### config.mk
export PLATFORM = sky130hd
export DESIGN_NAME = if_stage
export DESIGN_NICKNAME = d
export VERILOG_FILES = /design/src/rtl/if_pkg.sv /design/src/rtl/fetch_fifo.sv /design/src/rtl/if_stage.sv
export SDC_FILE = /design/constraint.sdc
export NUM_CORES = 1
export LEC_CHECK = 0
export ABC_CLOCK_PERIOD_IN_PS = 8500
export BUFFER_PORTS_ARGS = -buffer_cell sky130_fd_sc_hd__buf_2
export CAP_MARGIN = 20
export CORE_MARGIN = 2
export CORE_UTILIZATION = 50
export DETAILED_ROUTE_END_ITERATION = 7
export MAX_ROUTING_LAYER = met4
export PLACE_DENSITY = 0.72
export SETUP_SLACK_MARGIN = 0.4
export SKIP_CTS_REPAIR_TIMING = 1
export SYNTH_ARGS = -nofsm -noshare
export SYNTH_HDL_FRONTEND = slang
export SYNTH_SLANG_ARGS = --single-unit
export TNS_END_PERCENT = 30
### constraint.sdc
create_clock -name clk -period 8.5 [get_ports clk]
set_input_delay 0.425 -clock clk [delete_from_list [all_inputs] [get_ports clk]]
set_output_delay 0.425 -clock clk [all_outputs]
set_load 0.02 [all_outputs]
### src/rtl/if_pkg.sv
// rtl/if_pkg.sv - shared constants and entry type for the instruction fetch stage
package if_pkg;

   localparam logic [31:0] INST_NOP         = 32'h0000_0013;
   localparam logic [63:0] PC_RESET_DEFAULT = 64'h0000_0000_8000_0000;

   typedef struct packed {
      logic [63:0] pc;
      logic [31:0] inst;
      logic        fault;
   } fetch_entry_t;

endpackage

### src/rtl/fetch_fifo.sv
// rtl/fetch_fifo.sv - synchronous FIFO with flush, used for the fetch buffer and in-flight PC queue
module fetch_fifo #(
   parameter int  DEPTH = 2,
   parameter type T     = logic [63:0]
) (
   input  logic                       clk,
   input  logic                       rst_n,
   input  logic                       flush_i,
   input  logic                       push_i,
   input  T                           push_data_i,
   input  logic                       pop_i,
   output T                           head_o,
   output logic [$clog2(DEPTH+1)-1:0] count_o
);

   localparam int CW = $clog2(DEPTH + 1);
   localparam int PW = (DEPTH > 1) ? $clog2(DEPTH) : 1;

   T              mem_q [DEPTH];
   logic [PW-1:0] rd_ptr_q;
   logic [PW-1:0] wr_ptr_q;
   logic [CW-1:0] count_q;
   logic          do_pop;

   function automatic logic [PW-1:0] ptr_inc(input logic [PW-1:0] p);
      return (p == PW'(DEPTH - 1)) ? '0 : p + PW'(1);
   endfunction

   assign do_pop  = pop_i && (count_q != '0);
   assign head_o  = mem_q[rd_ptr_q];
   assign count_o = count_q;

   // Flush wins over push and pop in the same cycle.
   always_ff @(posedge clk or negedge rst_n) begin
      if (!rst_n) begin
         rd_ptr_q <= '0;
         wr_ptr_q <= '0;
         count_q  <= '0;
      end else if (flush_i) begin
         rd_ptr_q <= '0;
         wr_ptr_q <= '0;
         count_q  <= '0;
      end else begin
         if (push_i) wr_ptr_q <= ptr_inc(wr_ptr_q);
         if (do_pop) rd_ptr_q <= ptr_inc(rd_ptr_q);
         if (push_i && !do_pop)      count_q <= count_q + CW'(1);
         else if (!push_i && do_pop) count_q <= count_q - CW'(1);
      end
   end

   always_ff @(posedge clk) begin
      if (push_i && !flush_i) mem_q[wr_ptr_q] <= push_data_i;
   end

   a_no_overflow: assert property (@(posedge clk) disable iff (!rst_n)
      !(push_i && !flush_i && count_q == CW'(DEPTH)));

endmodule

### src/rtl/if_stage.sv
// rtl/if_stage.sv - instruction fetch: PC ownership, credit-throttled requests, redirect drop
module if_stage
   import if_pkg::*;
#(
   parameter logic [63:0] PC_RESET   = PC_RESET_DEFAULT,
   parameter int          FIFO_DEPTH = 2,
   parameter int          CNT_W      = $clog2(FIFO_DEPTH + 1)
) (
   input  logic        clk,
   input  logic        rst_n,
   output logic        imem_req_valid,
   input  logic        imem_req_ready,
   output logic [63:0] imem_req_addr,
   input  logic        imem_rsp_valid,
   input  logic [31:0] imem_rsp_data,
   input  logic        imem_rsp_err,
   input  logic        redirect_valid,
   input  logic [63:0] redirect_pc,
   output logic        id_valid,
   input  logic        id_ready,
   output logic [31:0] id_inst,
   output logic [63:0] id_pc,
   output logic        id_fault
);

   logic [63:0]    pc_q, pc_d;
   logic [CNT_W-1:0] inflight_q, inflight_d;
   logic [CNT_W-1:0] drop_q, drop_d;
   logic [CNT_W-1:0] buf_count, pcq_count;
   logic [CNT_W:0]   credit_used;
   logic           req_hs, rsp_keep, buf_pop;
   logic [63:0]    rsp_pc;
   fetch_entry_t   push_entry, head;

   // Buffered plus outstanding entries never exceed the buffer depth.
   assign credit_used    = {1'b0, inflight_q} + {1'b0, buf_count};
   assign imem_req_valid = rst_n && (credit_used < (CNT_W + 1)'(FIFO_DEPTH));
   assign imem_req_addr  = pc_q;
   assign req_hs         = imem_req_valid && imem_req_ready;
   assign rsp_keep       = imem_rsp_valid && (drop_q == '0) && !redirect_valid;
   assign buf_pop        = id_valid && id_ready && !redirect_valid;

   assign push_entry.pc    = rsp_pc;
   assign push_entry.inst  = imem_rsp_err ? INST_NOP : imem_rsp_data;
   assign push_entry.fault = imem_rsp_err;

   assign id_valid = (buf_count != '0);
   assign id_inst  = id_valid ? head.inst  : INST_NOP;
   assign id_pc    = id_valid ? head.pc    : 64'h0;
   assign id_fault = id_valid ? head.fault : 1'b0;

   always_comb begin
      inflight_d = inflight_q + CNT_W'(req_hs) - CNT_W'(imem_rsp_valid);
      pc_d       = pc_q;
      drop_d     = drop_q;
      if (redirect_valid) begin
         pc_d   = redirect_pc & ~64'h3;
         drop_d = inflight_d;
      end else begin
         if (req_hs) pc_d = pc_q + 64'd4;
         if (imem_rsp_valid && drop_q != '0) drop_d = drop_q - CNT_W'(1);
      end
   end

   always_ff @(posedge clk or negedge rst_n) begin
      if (!rst_n) begin
         pc_q       <= PC_RESET;
         inflight_q <= '0;
         drop_q     <= '0;
      end else begin
         pc_q       <= pc_d;
         inflight_q <= inflight_d;
         drop_q     <= drop_d;
      end
   end

   fetch_fifo #(.DEPTH(FIFO_DEPTH), .T(logic [63:0])) u_pc_queue (
      .clk         (clk),
      .rst_n       (rst_n),
      .flush_i     (redirect_valid),
      .push_i      (req_hs && !redirect_valid),
      .push_data_i (pc_q),
      .pop_i       (rsp_keep),
      .head_o      (rsp_pc),
      .count_o     (pcq_count)
   );

   fetch_fifo #(.DEPTH(FIFO_DEPTH), .T(fetch_entry_t)) u_inst_buf (
      .clk         (clk),
      .rst_n       (rst_n),
      .flush_i     (redirect_valid),
      .push_i      (rsp_keep),
      .push_data_i (push_entry),
      .pop_i       (buf_pop),
      .head_o      (head),
      .count_o     (buf_count)
   );

   a_pc_available: assert property (@(posedge clk) disable iff (!rst_n)
      rsp_keep |-> pcq_count != '0);

endmodule

== Yosys cells after proc, flatten, opt, wreduce, memory -nomap -nowiden ==
Memories as Yosys holds them, arrays and structs flattened.
Index checks and enable logic that the tools add are counted.

* Flip-flop bits (word level): 76
* Latch bits: 0
* Memory bits (writable): 322
* Memory bits (read-only): 0
* Input port bits: 103
* Output and inout bits: 163
* Memories kept: 2

{| class="wikitable"
|+ Memories
! name !! words !! width !! read ports !! clocked after memory_dff !! wr ports !! line !! text
|-
| u_inst_buf.mem_q || 2 || 97 || 1 || 0 || 1 || fetch_fifo.sv:19 || <nowiki>T mem_q [DEPTH];</nowiki>
|-
| u_pc_queue.mem_q || 2 || 64 || 1 || 0 || 1 || fetch_fifo.sv:19 ||
|}

* $add $sub $neg: 13
* Multiply operators: 0
* Div/mod/pow operators: 0
* Magnitude comparators: 1
* Equal/unequal tests: 0
* Shifts and indexed selects: 0
* Mux-type cells: 30
* Bitwise gates (word level): 0
* Reduce and logical (&&, ||, !) cells: 33

{| class="wikitable"
|+ Operator list
! kind !! number
|-
| $mux W64 || 3
|-
| $add A64 B3 Y64 const B || 1
|-
| $mux W32 || 2
|-
| $reduce_bool A2 Y1 || 9
|-
| $mux W1 || 17
|-
| $logic_and A1 B1 Y1 || 16
|-
| $mux W2 || 8
|-
| $reduce_bool A3 Y1 || 2
|-
| $sub A2 B1 Y2 const B || 3
|-
| $logic_not A1 Y1 || 5
|-
| $add A1 B1 Y1 const B || 4
|-
| $add A2 B1 Y2 const B || 2
|-
| $add A2 B2 Y3 || 1
|-
| $lt A3 B2 Y1 const B || 1
|-
| $add A2 B1 Y2 || 1
|-
| $logic_not A2 Y1 || 1
|-
| $sub A2 B1 Y2 || 1
|}

== Depth between registers and ports, before layout ==
* Depth after elaboration: 10
* Mapped depth: 11

== Modules after synthesis ==
Synthesis repeated with hierarchy kept, for this count alone.

* Cell total of the unflattened synthesis: 1175
* Area total of the unflattened synthesis: 17280.3 um^2

{| class="wikitable"
|+ By module, submodules not included
! module !! instances !! cells each !! area an instance (um^2) !! seq. area each (um^2)
|-
| fetch_fifo at u_inst_buf || 1 || 325 || 7284.5 || 5925.7
|-
| fetch_fifo at u_pc_queue || 1 || 222 || 5036.1 || 3943.8
|-
| if_stage || 1 || 628 || 4959.8 || 1652.8
|}

== Least setup slack after synthesis ==
No wires, ideal clock.

* Kind: input port to flip-flop
* Start: in redirect_valid
* End: mem u_inst_buf.mem_q[0][0] in the netlist's numbering (enable)
* Setup time: 666 ps
* Arrival time: 7301 ps
* Data required time: 7834 ps
* Path slack: 534 ps
* Stages on the path: 3
* Path through: clkbuf_1 > buf_1 > nor3_1

* Word-level cells in the longest chain between the ends: 5

{| class="wikitable"
|+ RTL lines
! what !! line !! text
|-
| start, declared || if_stage.sv:17 || <nowiki>input logic redirect_valid,</nowiki>
|-
| $logic_not A1 Y1 (*) || fetch_fifo.sv:52, if_stage.sv:40 ||
|-
| $logic_and A1 B1 Y1 || if_stage.sv:40 || <nowiki>assign rsp_keep = imem_rsp_valid && (drop_q == '0) && !redirect_valid;</nowiki>
|-
| $logic_and A1 B1 Y1 (*) || fetch_fifo.sv:52 || <nowiki>if (push_i && !flush_i) mem_q[wr_ptr_q] <= push_data_i;</nowiki>
|-
| $mux W1 (*) || fetch_fifo.sv:52 ||
|-
| $mux W1 (not written as such) (*) || fetch_fifo.sv:52 ||
|-
| end, declared || fetch_fifo.sv:19 ||
|}

Every way passes the cells marked *; elsewhere a longest branch is shown, timed or not.

== Worst setup path in the final report ==
* Start: reg u_inst_buf.count_q[0], in the netlist u_inst_buf.count_o[0]
* End: reg pc_q[50], in the netlist imem_req_addr[50]

* Word-level cells in the longest chain between the ends: 5

{| class="wikitable"
|+ RTL lines
! what !! line !! text
|-
| start, declared || fetch_fifo.sv:22 || <nowiki>logic [CW-1:0] count_q;</nowiki>
|-
| start signal, assigned || fetch_fifo.sv:46 || <nowiki>if (push_i && !do_pop) count_q <= count_q + CW'(1);</nowiki>
|-
| start signal, assigned || fetch_fifo.sv:47 || <nowiki>else if (!push_i && do_pop) count_q <= count_q - CW'(1);</nowiki>
|-
| $add A2 B2 Y3 || if_stage.sv:36 || <nowiki>assign credit_used = {1'b0, inflight_q} + {1'b0, buf_count};</nowiki>
|-
| $lt A3 B2 Y1 || if_stage.sv:37 || <nowiki>assign imem_req_valid = rst_n && (credit_used < (CNT_W + 1)'(FIFO_DEPTH));</nowiki>
|-
| $logic_and A1 B1 Y1 || if_stage.sv:37 ||
|-
| $logic_and A1 B1 Y1 || if_stage.sv:39 || <nowiki>assign req_hs = imem_req_valid && imem_req_ready;</nowiki>
|-
| $reduce_bool A2 Y1 (no source line) || n/a ||
|-
| end signal, assigned || if_stage.sv:71 || <nowiki>pc_q <= pc_d;</nowiki>
|-
| end, declared || if_stage.sv:26 || <nowiki>logic [63:0] pc_q, pc_d;</nowiki>
|}

Every way passes these cells.
A chain may end at the register's enable or synchronous reset.

==> results.json <==
{
  "status": "finished, final reports clean",
  "leakage_nw": 6.92,
  "ys_types": 50,
  "initial_core_util_pct": 50.8,
  "worst-slew-pin-transition_ns": 1.10,
  "final.setup.tns_ns": 0,
  "final_util_pct": 60.3,
  "clock.fmax_ghz": 0.249,
  "cts.clk_slew.worst_paths_ns": 0.06,
  "worst-endpoint-arrival_ns": 4.44,
  "core_um2": 31600,
  "port_buffers": 259,
  "p_per_area_nw_per_um2": 248,
  "clock_skew_ns": 0.0169,
  "fin_crit_ns": 4.01,
  "synth_top_cell_by_area": "edfxtp_1",
  "cts_sinks": 388,
  "max_slew_margin_pct": 26.6,
  "drv_cap": 0,
  "rsz0062_at_grt": "no",
  "dieWidth_um": 183,
  "synthCells": 1128,
  "area_growth_pct": 18.8,
  "setup_violations": 0,
  "cts_tree": "yes",
  "drt.antenna.violating_nets": 0,
  "vias_per_cell": 5.58,
  "cp_max_fo": 13,
  "drtIter0Drc": 737,
  "hold_path.class": "input port to register",
  "cts_max_level": 2,
  "root_buffer": "clkbuf_16",
  "path_class": "register to register",
  "syn_area_per_cell_um2": 14.2,
  "grt-ovfl-total": 0,
  "clock_path_buffers": 3,
  "drv_slew": 0,
  "dr_total_vias": 10200,
  "vdd_drop_max_mv": 0.192,
  "async_reset_ff_share_pct": 19.1,
  "dieArea_um2": 33600,
  "gp_congestion": 0.804,
  "antenna_found_initial": 1,
  "grt_max_degree": 79,
  "yosysSeqAreaShare_pct": 70.2,
  "die_h_um": 183,
  "numCtsBuffers": 41,
  "synth_top_area_share_pct": 58.7,
  "routed_wl_mm": 36.7,
  "clk-insertion-delay-late_ns": 0.52,
  "end_kind": "register",
  "synth_area_leaders": "edfxtp_1 59%, dfrtp_1 11%, mux2i_1 6.0%",
  "drive_gt1_share_pct": 28.7,
  "wire_per_inst_um": 20.1,
  "synth_ff_type": "edfxtp_1",
  "synthTopCellsByCount": "314 x edfxtp_1, 143 x nor2_1, 96 x mux2i_1",
  "hold_viol": 0,
  "hold-worst-slack_ns": 0.110,
  "grt_pass1_wl_mm": 56.0,
  "startpoint_type": "register",
  "period_share_pct": 47.2,
  "syn_area_um2": 16100,
  "hpwl_mm": 22.3,
  "synth_edf_count": 314,
  "yosys_warnings": 0,
  "crit_required_ns": 8.93,
  "final_nets": 1497,
  "io_pins": 266,
  "synth-seq-cells": 388,
  "synth.most_common_cell": "edfxtp_1",
  "grt_pass1_vias": 10100,
  "drt-pass1-iter-count": 5,
  "fp-row-count": 65,
  "drc_errors": 0,
  "track_usage_pct": 22.3
}
critical path, cell delays in order (launching register included):
cell      delay, ns
dfrtp_1        0.42
and2_1         0.16
fa_1           0.44
and4bb_2       0.49
inv_2          0.18
nor4_4         0.87
nand4_1        0.65
or3_1          0.53
a31oi_1        0.17
kinds of logic after synthesis:
kind of cell | after synthesis | synth area share, %
buf+inv | 69 | 1.73
flops | 388 | 70.2
simple gates | 364 | 11.4
fa+ha+maj | 5 | 0.436
other cells | 1 | 0.0233
compound gates | 108 | 3.99
xor+xnor | 35 | 1.91
mux | 158 | 10.3
where the power goes:
group | switching [mW] | internal, mW
Clock | 0.687 | 0.989
Sequential | 0.113 | 2.23
Combinational | 0.453 | 0.253
layout by cell type, fill, tap and decap left out, drive strengths merged, types with 6 or more instances in the layout:
| cell | n |
|---|---|
| edfxtp | 314 |
| buf | 271 |
| nor2 | 143 |
| mux2i | 96 |
| dfrtp | 73 |
| mux2 | 62 |
| clkbuf | 62 |
| nand2 | 57 |
| o21ai | 54 |
| nor2b | 33 |
| a31oi | 31 |
| nand4 | 28 |
| nand3 | 26 |
| or3 | 25 |
| xor2 | 22 |
| inv | 14 |
| xnor2 | 13 |
| or4 | 11 |
| and3 | 9 |
| clkinv | 9 |
| o31ai | 8 |
| nor3 | 6 |
state kept, by name, indices dropped and copies added (netlist names):
signal,cells
inflight_q,2
u_pc_queue.wr_ptr_q,1
u_pc_queue.mem_q,124
u_inst_buf.count_o,2
u_inst_buf.rd_ptr_q,1
u_pc_queue.count_o,2
drop_q,2
u_pc_queue.rd_ptr_q,1
u_inst_buf.mem_q,190
u_inst_buf.wr_ptr_q,1
imem_req_addr,62
cell type report:
type	count	area (um2)
Multi-Input combinational cell	674	4560
Tap cell	402	503
Timing Repair Buffer	272	1420
Fill cell	2444	12500
Clock inverter	14	98.8
Sequential cell	388	11300
Antenna cell	1	2.50
Clock buffer	62	1180
Inverter	12	45.0
final timing paths:
kind	start	endpoint	depth (start not counted)	slack, ns
worst max register to register	u_inst_buf.count_o[0]	imem_req_addr[50]	8	4.49
worst min register to register	inflight_q[0]	inflight_q[0]	1	0.53
min in group asynchronous	rst_n	imem_req_addr[53]	2	0.38
max in group asynchronous	rst_n	u_inst_buf.rd_ptr_q	3	7.00
worst max-delay path	u_inst_buf.count_o[0]	imem_req_addr[50]	8	4.49
worst min-delay path	redirect_pc[11]	imem_req_addr[11]	3	0.11
metrics by stage:
| step | std cells | cell area (um2) | power, mW | worst slack, ns |
|---|---|---|---|---|
| 2_1_floorplan | 1131 | 16100 | 2.83 | 0.534 |
| 3_3_place_gp | 1746 | 17800 | 3.07 | 4.58 |
| 3_5_place_dp | 1746 | 17800 | 3.09 | 4.51 |
| 4_1_cts | 1822 | 19100 | 4.76 | 4.49 |
| 5_1_grt | 1825 | 19100 | 4.92 | 4.30 |
| 6_report | 1825 | 19100 | 4.73 | 4.49 |
routing by layer:
metal  global-route usage, %  vias to the layer above  wire, um
met2                    35.9                      338     17700
li1                        -                     4727         -
met4                    7.87                        0      1140
met5                       -                        -         0
met3                    3.47                       76      1950
met1                    29.0                     5035     15900
(Power assumes the default switching activity.)
